$ cat src/rtl/load_store_unit.sv
// rtl/load_store_unit.sv - data-memory initiator: sequences load/store/pass-through requests, pulses writeback
// Optional store-to-load forwarding: define LSU_FWD_EN.
module load_store_unit (
  input  logic       clk,
  input  logic       reset,
  input  logic       req_valid,
  output logic       req_ready,
  input  logic [1:0] req_op,
  input  logic [7:0] req_addr,
  input  logic [7:0] req_wdata,
  input  logic [2:0] req_rd,
  output logic [7:0] ans_ex,
  output logic [7:0] DM_data,
  output logic       mem_rw_ex,
  output logic       mem_en_ex,
  output logic       mem_mux_sel_dm,
  input  logic [7:0] ans_dm,
  output logic       wb_valid,
  output logic [2:0] wb_rd,
  output logic [7:0] wb_data
);

  localparam logic [1:0] OP_PASS  = 2'b00;
  localparam logic [1:0] OP_LOAD  = 2'b01;
  localparam logic [1:0] OP_STORE = 2'b10;

  typedef enum logic [1:0] {S_IDLE, S_ISSUE, S_WAIT, S_RESP} state_e;

  state_e     state_q, state_d;
  logic [1:0] op_q, op_d;
  logic [2:0] rd_q, rd_d;
  logic [7:0] ans_ex_q, ans_ex_d;
  logic [7:0] dm_data_q, dm_data_d;
  logic       en_q, en_d;
  logic       rw_q, rw_d;
  logic       mux_q, mux_d;
  logic       wb_valid_q, wb_valid_d;
  logic [2:0] wb_rd_q, wb_rd_d;
  logic [7:0] wb_data_q, wb_data_d;
  logic       accept;

`ifdef LSU_FWD_EN
  logic       fwd_valid_q, fwd_valid_d;
  logic [7:0] fwd_addr_q, fwd_addr_d;
  logic [7:0] fwd_data_q, fwd_data_d;
  logic       fwd_hit;

  assign fwd_hit = fwd_valid_q && (fwd_addr_q == req_addr);
`endif

  // Ready is decoded so that it is low for the whole time reset is held.
  assign req_ready = (state_q == S_IDLE) && !reset;
  assign accept    = req_valid && req_ready;

  // Next-state and registered-output decode; memory controls are computed one
  // cycle ahead so they are valid for the whole ISSUE/WAIT cycle.
  always_comb begin
    state_d    = state_q;
    op_d       = op_q;
    rd_d       = rd_q;
    ans_ex_d   = ans_ex_q;
    dm_data_d  = dm_data_q;
    en_d       = 1'b0;
    rw_d       = 1'b0;
    mux_d      = 1'b0;
    wb_valid_d = 1'b0;
    wb_rd_d    = wb_rd_q;
    wb_data_d  = wb_data_q;
`ifdef LSU_FWD_EN
    fwd_valid_d = fwd_valid_q;
    fwd_addr_d  = fwd_addr_q;
    fwd_data_d  = fwd_data_q;
`endif
    case (state_q)
      S_IDLE: begin
        if (accept) begin
          ans_ex_d  = req_addr;
          dm_data_d = req_wdata;
          op_d      = req_op;
          rd_d      = req_rd;
          case (req_op)
            OP_STORE: begin
              state_d = S_ISSUE;
              en_d    = 1'b1;
              rw_d    = 1'b1;
`ifdef LSU_FWD_EN
              fwd_valid_d = 1'b1;
              fwd_addr_d  = req_addr;
              fwd_data_d  = req_wdata;
`endif
            end
            OP_LOAD: begin
`ifdef LSU_FWD_EN
              if (fwd_hit) begin
                state_d    = S_RESP;
                wb_valid_d = 1'b1;
                wb_rd_d    = req_rd;
                wb_data_d  = fwd_data_q;
              end else begin
                state_d = S_ISSUE;
                en_d    = 1'b1;
                mux_d   = 1'b1;
              end
`else
              state_d = S_ISSUE;
              en_d    = 1'b1;
              mux_d   = 1'b1;
`endif
            end
            OP_PASS: state_d = S_ISSUE;
            default: state_d = S_IDLE;
          endcase
        end
      end
      S_ISSUE: begin
        if (op_q == OP_LOAD) begin
          state_d = S_WAIT;
          mux_d   = 1'b1;
        end else if (op_q == OP_PASS) begin
          state_d    = S_RESP;
          wb_valid_d = 1'b1;
          wb_rd_d    = rd_q;
          wb_data_d  = ans_dm;
        end else begin
          state_d = S_IDLE;
        end
      end
      S_WAIT: begin
        state_d    = S_RESP;
        wb_valid_d = 1'b1;
        wb_rd_d    = rd_q;
        wb_data_d  = ans_dm;
      end
      S_RESP:  state_d = S_IDLE;
      default: state_d = S_IDLE;
    endcase
  end

  // State and output registers; async reset aborts any in-flight request.
  always_ff @(posedge clk or posedge reset) begin
    if (reset) begin
      state_q    <= S_IDLE;
      op_q       <= 2'b00;
      rd_q       <= 3'd0;
      ans_ex_q   <= 8'd0;
      dm_data_q  <= 8'd0;
      en_q       <= 1'b0;
      rw_q       <= 1'b0;
      mux_q      <= 1'b0;
      wb_valid_q <= 1'b0;
      wb_rd_q    <= 3'd0;
      wb_data_q  <= 8'd0;
`ifdef LSU_FWD_EN
      fwd_valid_q <= 1'b0;
      fwd_addr_q  <= 8'd0;
      fwd_data_q  <= 8'd0;
`endif
    end else begin
      state_q    <= state_d;
      op_q       <= op_d;
      rd_q       <= rd_d;
      ans_ex_q   <= ans_ex_d;
      dm_data_q  <= dm_data_d;
      en_q       <= en_d;
      rw_q       <= rw_d;
      mux_q      <= mux_d;
      wb_valid_q <= wb_valid_d;
      wb_rd_q    <= wb_rd_d;
      wb_data_q  <= wb_data_d;
`ifdef LSU_FWD_EN
      fwd_valid_q <= fwd_valid_d;
      fwd_addr_q  <= fwd_addr_d;
      fwd_data_q  <= fwd_data_d;
`endif
    end
  end

  assign ans_ex         = ans_ex_q;
  assign DM_data        = dm_data_q;
  assign mem_en_ex      = en_q;
  assign mem_rw_ex      = rw_q;
  assign mem_mux_sel_dm = mux_q;
  assign wb_valid       = wb_valid_q;
  assign wb_rd          = wb_rd_q;
  assign wb_data        = wb_data_q;

endmodule

$ cat config.mk
export PLATFORM = sky130hd
export DESIGN_NAME = load_store_unit
export DESIGN_NICKNAME = d
export VERILOG_FILES = /design/src/rtl/load_store_unit.sv
export SDC_FILE = /design/constraint.sdc
export NUM_CORES = 1
export LEC_CHECK = 0
export CAP_MARGIN = 5
export CORE_MARGIN = 5
export CORE_UTILIZATION = 46
export CTS_CLUSTER_DIAMETER = 80
export DETAILED_ROUTE_END_ITERATION = 16
export PLACE_DENSITY = 0.86
export SETUP_SLACK_MARGIN = 0.2
export SYNTH_ARGS = -nofsm -noshare
export SYNTH_HDL_FRONTEND = slang
export SYNTH_SLANG_ARGS = --single-unit
$ cat constraint.sdc
create_clock -name clk -period 3 [get_ports clk]
set_input_delay 0.6 -clock clk [delete_from_list [all_inputs] [get_ports clk]]
set_output_delay 0.6 -clock clk [all_outputs]
set_load 0.01 [all_outputs]
**Word-level counts from Yosys, hierarchy flattened**

Index checks and enable logic that the tools add are counted.

- Output and inout bits: 32
- Flip-flop bits (word level): 38
- Logic and storage cells: 55
- Bits of input ports: 32

- Multiplexer cells: 24
- Reduce and logical (&&, ||, !) cells: 11
- Equal/unequal tests: 9

Operators with widths:

| cell | count |
|---|---|
| 8-bit two-way mux | 2 |
| 8-bit one-hot mux with 2 select lines | 1 |
| 1-bit two-way mux | 12 |
| 2-bit one-hot mux with 4 select lines | 1 |
| 2-bit by 1-bit equality test with 1-bit output, second input constant | 3 |
| 2-bit equality test, second input constant | 3 |
| 2-bit zero test | 3 |
| 2-bit two-way mux | 3 |
| 3-bit two-way mux | 2 |
| 2-bit != test, second input constant | 3 |
| 3-bit one-hot mux with 2 select lines | 1 |
| 1-bit one-hot mux with 2 select lines | 2 |
| 3-bit AND reduction | 1 |
| 3-bit OR reduction | 1 |
| 1-bit logical AND | 2 |
| 2-bit AND reduction | 1 |
| 2-bit nonzero test | 1 |
| 2-bit OR reduction | 1 |
| 1-bit zero test | 1 |

**Logic depth before layout (Yosys ltp)**

Gate-level depths: netlist of run 1.

- Depth in word-level cells: 5
- Depth in mapped cells: 6
- Gate-level depth less buffers: 5

**Worst setup path before layout of run 1**

OpenSTA, ideal clock, no wires.

- Kind: register -> register
- Start point: register state_q[0]
- End point: register ans_ex_q[1], in the netlist ans_ex[1]
- Clock period less this slack: 1,581 ps
- Arrival: 1,456 ps
- Stages on the path, launching flop included: 7
- Path slack: 1,419 ps
- Required time: 2,875 ps
- Path buffers: 1
- Library setup time: 125 ps
- Cells stage by stage: dfrtp_1 > inv_1 > ha_1 > and2b_2 > nand2_2 > buf_6 > mux2_4

- Word-level cells in the longest chain between the ends: 4

Ends and longest elaborated chain:

| what | RTL line | source |
|---|---|---|
| start, declared | 29 | `state_e state_q, state_d;` |
| start signal, assigned | 159 | `state_q <= state_d;` |
| 2-bit zero test | 52 | `assign req_ready = (state_q == S_IDLE) && !reset;` |
| 1-bit logical AND | 52 |  |
| net req_ready | 7 | `output logic req_ready,` |
| 1-bit logical AND | 53 | `assign accept = req_valid && req_ready;` |
| 2-bit AND reduction (no source line) | - |  |
| end signal, assigned | 162 | `ans_ex_q <= ans_ex_d;` |
| end, declared | 32 | `logic [7:0] ans_ex_q, ans_ex_d;` |

The timed path passes the listed nets, and every way through them passes these cells.
A chain may end at the register's enable or synchronous reset.

**Final worst setup path of run 1**

- Start point: register state_q[0]
- End point: output req_ready

- Word-level cells in the longest chain between the ends: 2

Ends and longest elaborated chain:

| what | RTL line |
|---|---|
| 2-bit zero test | 52 |
| 1-bit logical AND | 52 |
| end, declared | 7 |

Every way passes these cells.

==> results of run 1 <==
-- synth_stat cells (all sizes together) --
| cell type | count | area (um^2) |
|---|---|---|
| nor2 | 2 | 7.510 |
| inv | 6 | 22.52 |
| a32o | 1 | 10.01 |
| a21oi | 2 | 10.01 |
| ha | 7 | 87.58 |
| nor3 | 1 | 5.000 |
| and2b | 1 | 8.760 |
| nor3b | 1 | 12.51 |
| o21a | 1 | 7.510 |
| buf | 3 | 33.78 |
| dfrtp | 38 | 950.9 |
| nand2 | 2 | 10.01 |
| mux2 | 33 | 442.9 |
| o22ai | 1 | 6.260 |
| and3 | 1 | 6.260 |
| nand2b | 1 | 6.260 |
| a22o | 1 | 8.760 |
-- cell type report --
class                      instances  area share [%]
sequential                        38           39.81
timing repair buffer              66           27.34
multi-input combinational         55           26.35
tap                               46           2.410
clock buffer                       7           1.886
clock inverter                     1           1.257
inverter                           6          0.9429
-- sequential cells by signal, summed over array words and instances, names as in the netlist, named ones only --
| name | flops |
|---|---|
| DM_data | 8 |
| ans_ex | 8 |
| mem_en_ex | 1 |
| mem_mux_sel_dm | 1 |
| mem_rw_ex | 1 |
| op_q | 2 |
| rd_q | 3 |
| state_q | 1 |
| wb_data | 8 |
| wb_rd | 3 |
| wb_valid | 1 |
-- layer usage --
metal  GRT usage [%]  wire length (um)  vias up
met5               0                 0        -
met4           4.894                29        0
met3           6.812               307        7
met2           22.88              1516       52
met1           17.26              1447      473
li1                -                 -      491
-- kinds of logic after synthesis --
logic type               after synthesis  synth area share (%)
AND/OR/NAND/NOR                        9                 3.441
multiplexers                          33                 27.06
flip-flops                            38                 58.10
buffers and inverters                  9                 3.440
AO/OA/AOI/OAI                          6                 2.600
adder cells (fa/ha/maj)                7                 5.351
-- stage by stage --
stage               power (mW)  area (um^2)  utilization, %  hold WS, ns  instances
floorplan                1.519         1637               -       0.4774        102
global placement         2.023         2313           68.25       0.4852        211
detailed placement       2.065         2313           68.25       0.4931        211
CTS                      2.407         2389           70.47       0.5216        219
global route             2.522         2389           70.47       0.5342        219
finish                   2.376         2389           70.47       0.5169        219
-- path summary, 6_finish.rpt --
kind	from	endpoint	slack, ns	cells after the start
setup / recovery	state_q[0]$_DFFE_PP0P_	req_ready	0.54	4
hold / removal	wb_data[0]$_DFFE_PP0P_	wb_data[0]$_DFFE_PP0P_	0.52	1
setup reg to reg	state_q[0]$_DFFE_PP0P_	op_q[0]$_DFFE_PP0P_	0.99	6
hold reg to reg	wb_data[0]$_DFFE_PP0P_	wb_data[0]$_DFFE_PP0P_	0.52	1
max in group asynchronous	reset	state_q[0]$_DFFE_PP0P_	1.95	3
min in group asynchronous	reset	mem_rw_ex$_DFF_PP0_	0.70	3
-- power by group through the flow --
| stage | sequential [mW] | clock (mW) | combinational (mW) |
|---|---|---|---|
| 2_1_floorplan | 0.983 | 0 | 0.536 |
| 3_3_place_gp | 0.897 | 0 | 1.13 |
| 3_5_place_dp | 0.905 | 0 | 1.16 |
| 4_1_cts | 0.903 | 0.342 | 1.16 |
| 5_1_grt | 0.931 | 0.369 | 1.22 |
| 6_report | 0.900 | 0.332 | 1.14 |
-- critical path, cell delays in order (launching register included) --
cell and delay (ns):
dfrtp_1 0.41, inv_1 0.14, ha_1 0.24, and2b_2 0.20
clkdlybuf4s50_1 0.54
==> impl_metrics.csv, run 1 <==
group,metric,value,unit
timing,worst_pin_slew,0.4674,ns
layout,seq_area,950.9,um^2
timing,fmax,406.7,MHz
die,start_util,48.28,%
drt,wirelength,3300,um
placed_design,pre_cts_ws,0.5737,ns
worst_setup_path,worstSetupPathType,"reg2out",
worst_hold_path,min_path_type,"reg2reg",
cts,numCtsBuffers,5,
placed_design,port_buffers,63,
die,die_width,69.65,um
power_and_ir_drop,p_int,1.688,mW
cts,cts_tree,"built",
global_route,grt_usage,14.44,%
cts,clk_pin_slew,0.09,ns
cts,cts_setup_buffers,0,
die,rows,21,
worst_setup_path,crit_fanout,5,
layout,finish.net_count,211,
synth,ys_seq_elements,38,
timing,finalSetupViolCount,0,
timing,fin_crit,2.459,ns
layout,synthToLayoutAreaGrowth,45.95,%
synth,avgSynthCellArea,16.04,um^2
timing,hold_viol_final,0,
worst_setup_path,end_kind,"primary output",
power_and_ir_drop,p_leak,1.110,nW
cts,cts.sinks,38,
layout,layout_common_cells,"63 x clkdlybuf4s50_1, 38 x dfrtp_1, 19 x mux2_4",
synth,netlist_area,1637,um^2
timing,fin_tns_setup,0,ns
global_route,grt_pass1_wl,5540,um
timing,final.period_utilization,81.97,%
power_and_ir_drop,p_clk_share,14.0,%
layout,final_common_cell,"clkdlybuf4s50_1",
layout,n_fill_cell,250,
timing,slew_viol_final,0,
worst_setup_path,arrival,1.86,ns
global_route,antenna_found_initial,0,
cts,cts_root_buffer,"clkbuf_4",
layout,multi_input_area,629.4,um^2
timing,max_slew_margin,68.84,%
drt,routedWlPerCell,15.07,um
worst_setup_path,cp.required,2.40,ns
synth,ys_types,19,
power_and_ir_drop,combinationalPowerShare,48.1,%
drt,drc,0,
layout,drive_above_1_share,26.01,%
power_and_ir_drop,powerDensity,994.7,nW/um^2
global_route,grt_max_degree,39,
power_and_ir_drop,p_switching,0.6879,mW
timing,rsz0062_at_grt,"no",
synth,syn_inst,102,
timing,finClkSkew,0.01309,ns
die,core_area,3390,um^2
power_and_ir_drop,seqPwrFrac,37.9,%
power_and_ir_drop,ir_worst_vdd,458.3,uV
cts,cts_hold_buf,0,
placed_design,hpwl,2496,um
drt,via_count,1023,
run,cap_violations,0,
cts,post_cts_resized,0,
drt,avgViaCountPerCell,4.671,
synth,syn_nets,141,
layout,antenna_cells,0,
cts,cts_buffer_depth,2,
cts,htree_levels,2,
cts,worstSkewPairLatency,0.33,ns
drt,detail_route.iter0.violations,20,
die,die_h,69.65,um
drt,drtAntennaViolNets,0,
synth,ys_seq_area_share,58.10,%
die,fp.dieArea,4850,um^2
die,io_pins,64,
outcome,status,"completed",
synth,yosys_warnings,0,
timing,layout_setup_ws,0.5410,ns
global_route,grt_overflow,0,
placed_design,gp_congestion,0.7107,
power_and_ir_drop,p_sw_share,28.95,%
drt,drt_first_pass_iters,2,
global_route,grt_pass1_vias,1152,
worst_setup_path,start_kind,"flop",
Note: power is estimated with default switching activity, not from simulation.
==> run 2: changes to the inputs <==
--- a/config.mk
+++ b/config.mk
@@ -7,10 +7,10 @@
 export LEC_CHECK = 0
 export CAP_MARGIN = 5
 export CORE_MARGIN = 5
-export CORE_UTILIZATION = 46
+export CORE_UTILIZATION = 43
 export CTS_CLUSTER_DIAMETER = 80
 export DETAILED_ROUTE_END_ITERATION = 16
-export PLACE_DENSITY = 0.86
+export PLACE_DENSITY = 0.81
 export SETUP_SLACK_MARGIN = 0.2
 export SYNTH_ARGS = -nofsm -noshare
 export SYNTH_HDL_FRONTEND = slang
==> constraint.sdc (replaced) <==
create_clock -name clk -period 2.31 [get_ports clk]
set_input_delay 0.462 -clock clk [delete_from_list [all_inputs] [get_ports clk]]
set_output_delay 0.462 -clock clk [all_outputs]
set_load 0.01 [all_outputs]
==> run 2 against run 1 <==
Clock skew down 0.0074 ns. Global-route usage up 0.075 points. Setup slack worse by 0.19 ns. Cell area up 1.5%. Worst hold slack worse by 0.0068 ns. Register-to-register slack worse by 0.32 ns. Routed wire length up 1.6%. Via count up 2.3%. Largest cell class unchanged.
==> impl_metrics.csv, run 2 (synthesis gave the netlist of run 1 again) <==
group,metric,value,unit
outcome,status,"completed",
worst_setup_path,start_kind,"primary input",
placed_design,post-place-cells,213,
global_route,grt_overflow,0,
placed_design,port_buffers,63,
power_and_ir_drop,p_sw_share,29.41,%
die,core_area,3661,um^2
die,io_pins,64,
cts,cts_tree,"built",
cts,cts_hold_buf,0,
run,cap_violations,0,
global_route,grt_max_degree,39,
worst_setup_path,crit_fanout,4,
power_and_ir_drop,p_switching,0.9209,mW
placed_design,hpwl,2502,um
power_and_ir_drop,p_clk_share,14.8,%
worst_setup_path,worstSetupPathType,"in2out",
cts,worstSkewPairLatency,0.28,ns
die,start_util,44.70,%
power_and_ir_drop,ir_worst_vdd,611.3,uV
cts,clk_pin_slew,0.07,ns
placed_design,gp_congestion,0.7124,
cts,cts_root_buffer,"clkbuf_8",
power_and_ir_drop,seqPwrFrac,37.2,%
timing,final.period_utilization,84.63,%
drt,drc,0,
global_route,grt_usage,14.51,%
cts,numCtsBuffers,5,
drt,routedWlPerCell,15.17,um
drt,drtAntennaViolNets,0,
layout,n_fill_cell,286,
layout,synthToLayoutAreaGrowth,48.17,%
timing,fmax,511.5,MHz
power_and_ir_drop,p_total,3.132,mW
timing,finClkSkew,0.005644,ns
cts,cts.sinks,38,
timing,rsz0062_at_grt,"no",
timing,finalSetupViolCount,0,
power_and_ir_drop,combinationalPowerShare,47.9,%
power_and_ir_drop,powerDensity,1291,nW/um^2
cts,post_cts_resized,3,
timing,fin_tns_setup,0,ns
timing,hold_viol_final,0,
layout,drive_above_1_share,28.32,%
timing,worst_pin_slew,0.4672,ns
drt,avgViaCountPerCell,4.738,
worst_setup_path,cp.required,1.85,ns
power_and_ir_drop,p_int,2.211,mW
timing,slew_viol_final,0,
layout,final_common_cell,"clkdlybuf4s50_1",
worst_hold_path,min_path_type,"reg2reg",
cts,cts_buffer_depth,2,
cts,htree_levels,2,
die,fp.dieArea,5139,um^2
timing,timing.hold.ws,0.5100,ns
worst_setup_path,arrival,1.49,ns
timing,max_slew_margin,68.86,%
timing,fin_crit,1.955,ns
drt,drt_first_pass_iters,2,
layout,layout_common_cells,"62 x clkdlybuf4s50_1, 38 x dfrtp_1, 19 x mux2_4",
worst_hold_path,hold_depth,1,
worst_setup_path,startpoint,"reset",
worst_setup_path,end_kind,"primary output",
power_and_ir_drop,p_leak,1.125,nW
global_route,grt_pass1_vias,1275,
global_route,grt_pass1_wl,5816,um
layout,stdcell_count,221,
die,die_h,71.69,um
worst_setup_path,r2r_cells,6,
global_route,antenna_found_initial,0,
cts,cts_setup_buffers,0,
drt,detail_route.iter0.violations,28,
layout,antenna_cells,0,
layout,finish.net_count,211,
die,die_width,71.69,um
worst_hold_path,hp-start,"wb_data[6]$_DFFE_PP0P_",
drt,wirelength,3352,um
drt,via_count,1047,
die,rows,22,
run 2: power groups by stage:
stage                     Combinational (mW)  Clock (mW)  Sequential, mW
after global placement                  1.48           0            1.16
after global routing                    1.62       0.511            1.21
after detailed placement                1.52           0            1.18
after CTS                               1.53       0.477            1.17
after floorplan                        0.696           0            1.28
final                                   1.50       0.465            1.17
run 2: area by class of cell:
type | instances | area (um^2) | area share, %
Sequential cell | 38 | 950.9 | 39.22
Timing Repair Buffer | 66 | 664.4 | 27.40
Multi-Input combinational cell | 55 | 631.9 | 26.06
Clock buffer | 6 | 82.58 | 3.406
Tap cell | 48 | 60.06 | 2.477
Inverter | 6 | 22.52 | 0.9288
Clock inverter | 2 | 12.51 | 0.5160
run 2: worst paths after layout:
kind | end | slack (ns)
max | req_ready | 0.36
min | wb_data[6]$_DFFE_PP0P_ | 0.51
max reg2reg | ans_ex[7]$_DFFE_PP0P_ | 0.67
min reg2reg | wb_data[6]$_DFFE_PP0P_ | 0.51
max in group asynchronous | ans_ex[4]$_DFFE_PP0P_ | 1.34
min in group asynchronous | state_q[0]$_DFFE_PP0P_ | 0.64
run 2: routing by layer:
layer / vias up / share of wire [%] / routed length [um] / global-route usage [%]
met3: 4 / 11 / 355 / 5.891
met1: 501 / 42 / 1404 / 16.62
met5: - / 0 / 0 / 0
li1: 487 / - / - / -
met4: 0 / 0.87 / 29 / 5.010
met2: 55 / 47 / 1563 / 24.49
run 2: worst max-delay path: stages:
cell             delay, ns
clkdlybuf4s50_1       0.49
and2b_2               0.26
dlygate4sd2_1         0.29
run 2: stage by stage:
stage	cell area (um^2)	worst slack [ns]	util, %
after floorplan	1637	0.7291	-
after global placement	2328	0.1698	63.60
after detailed placement	2328	0.1425	63.60
after CTS	2425	0.3485	66.23
after global routing	2425	0.2840	66.23
final	2425	0.3550	66.23
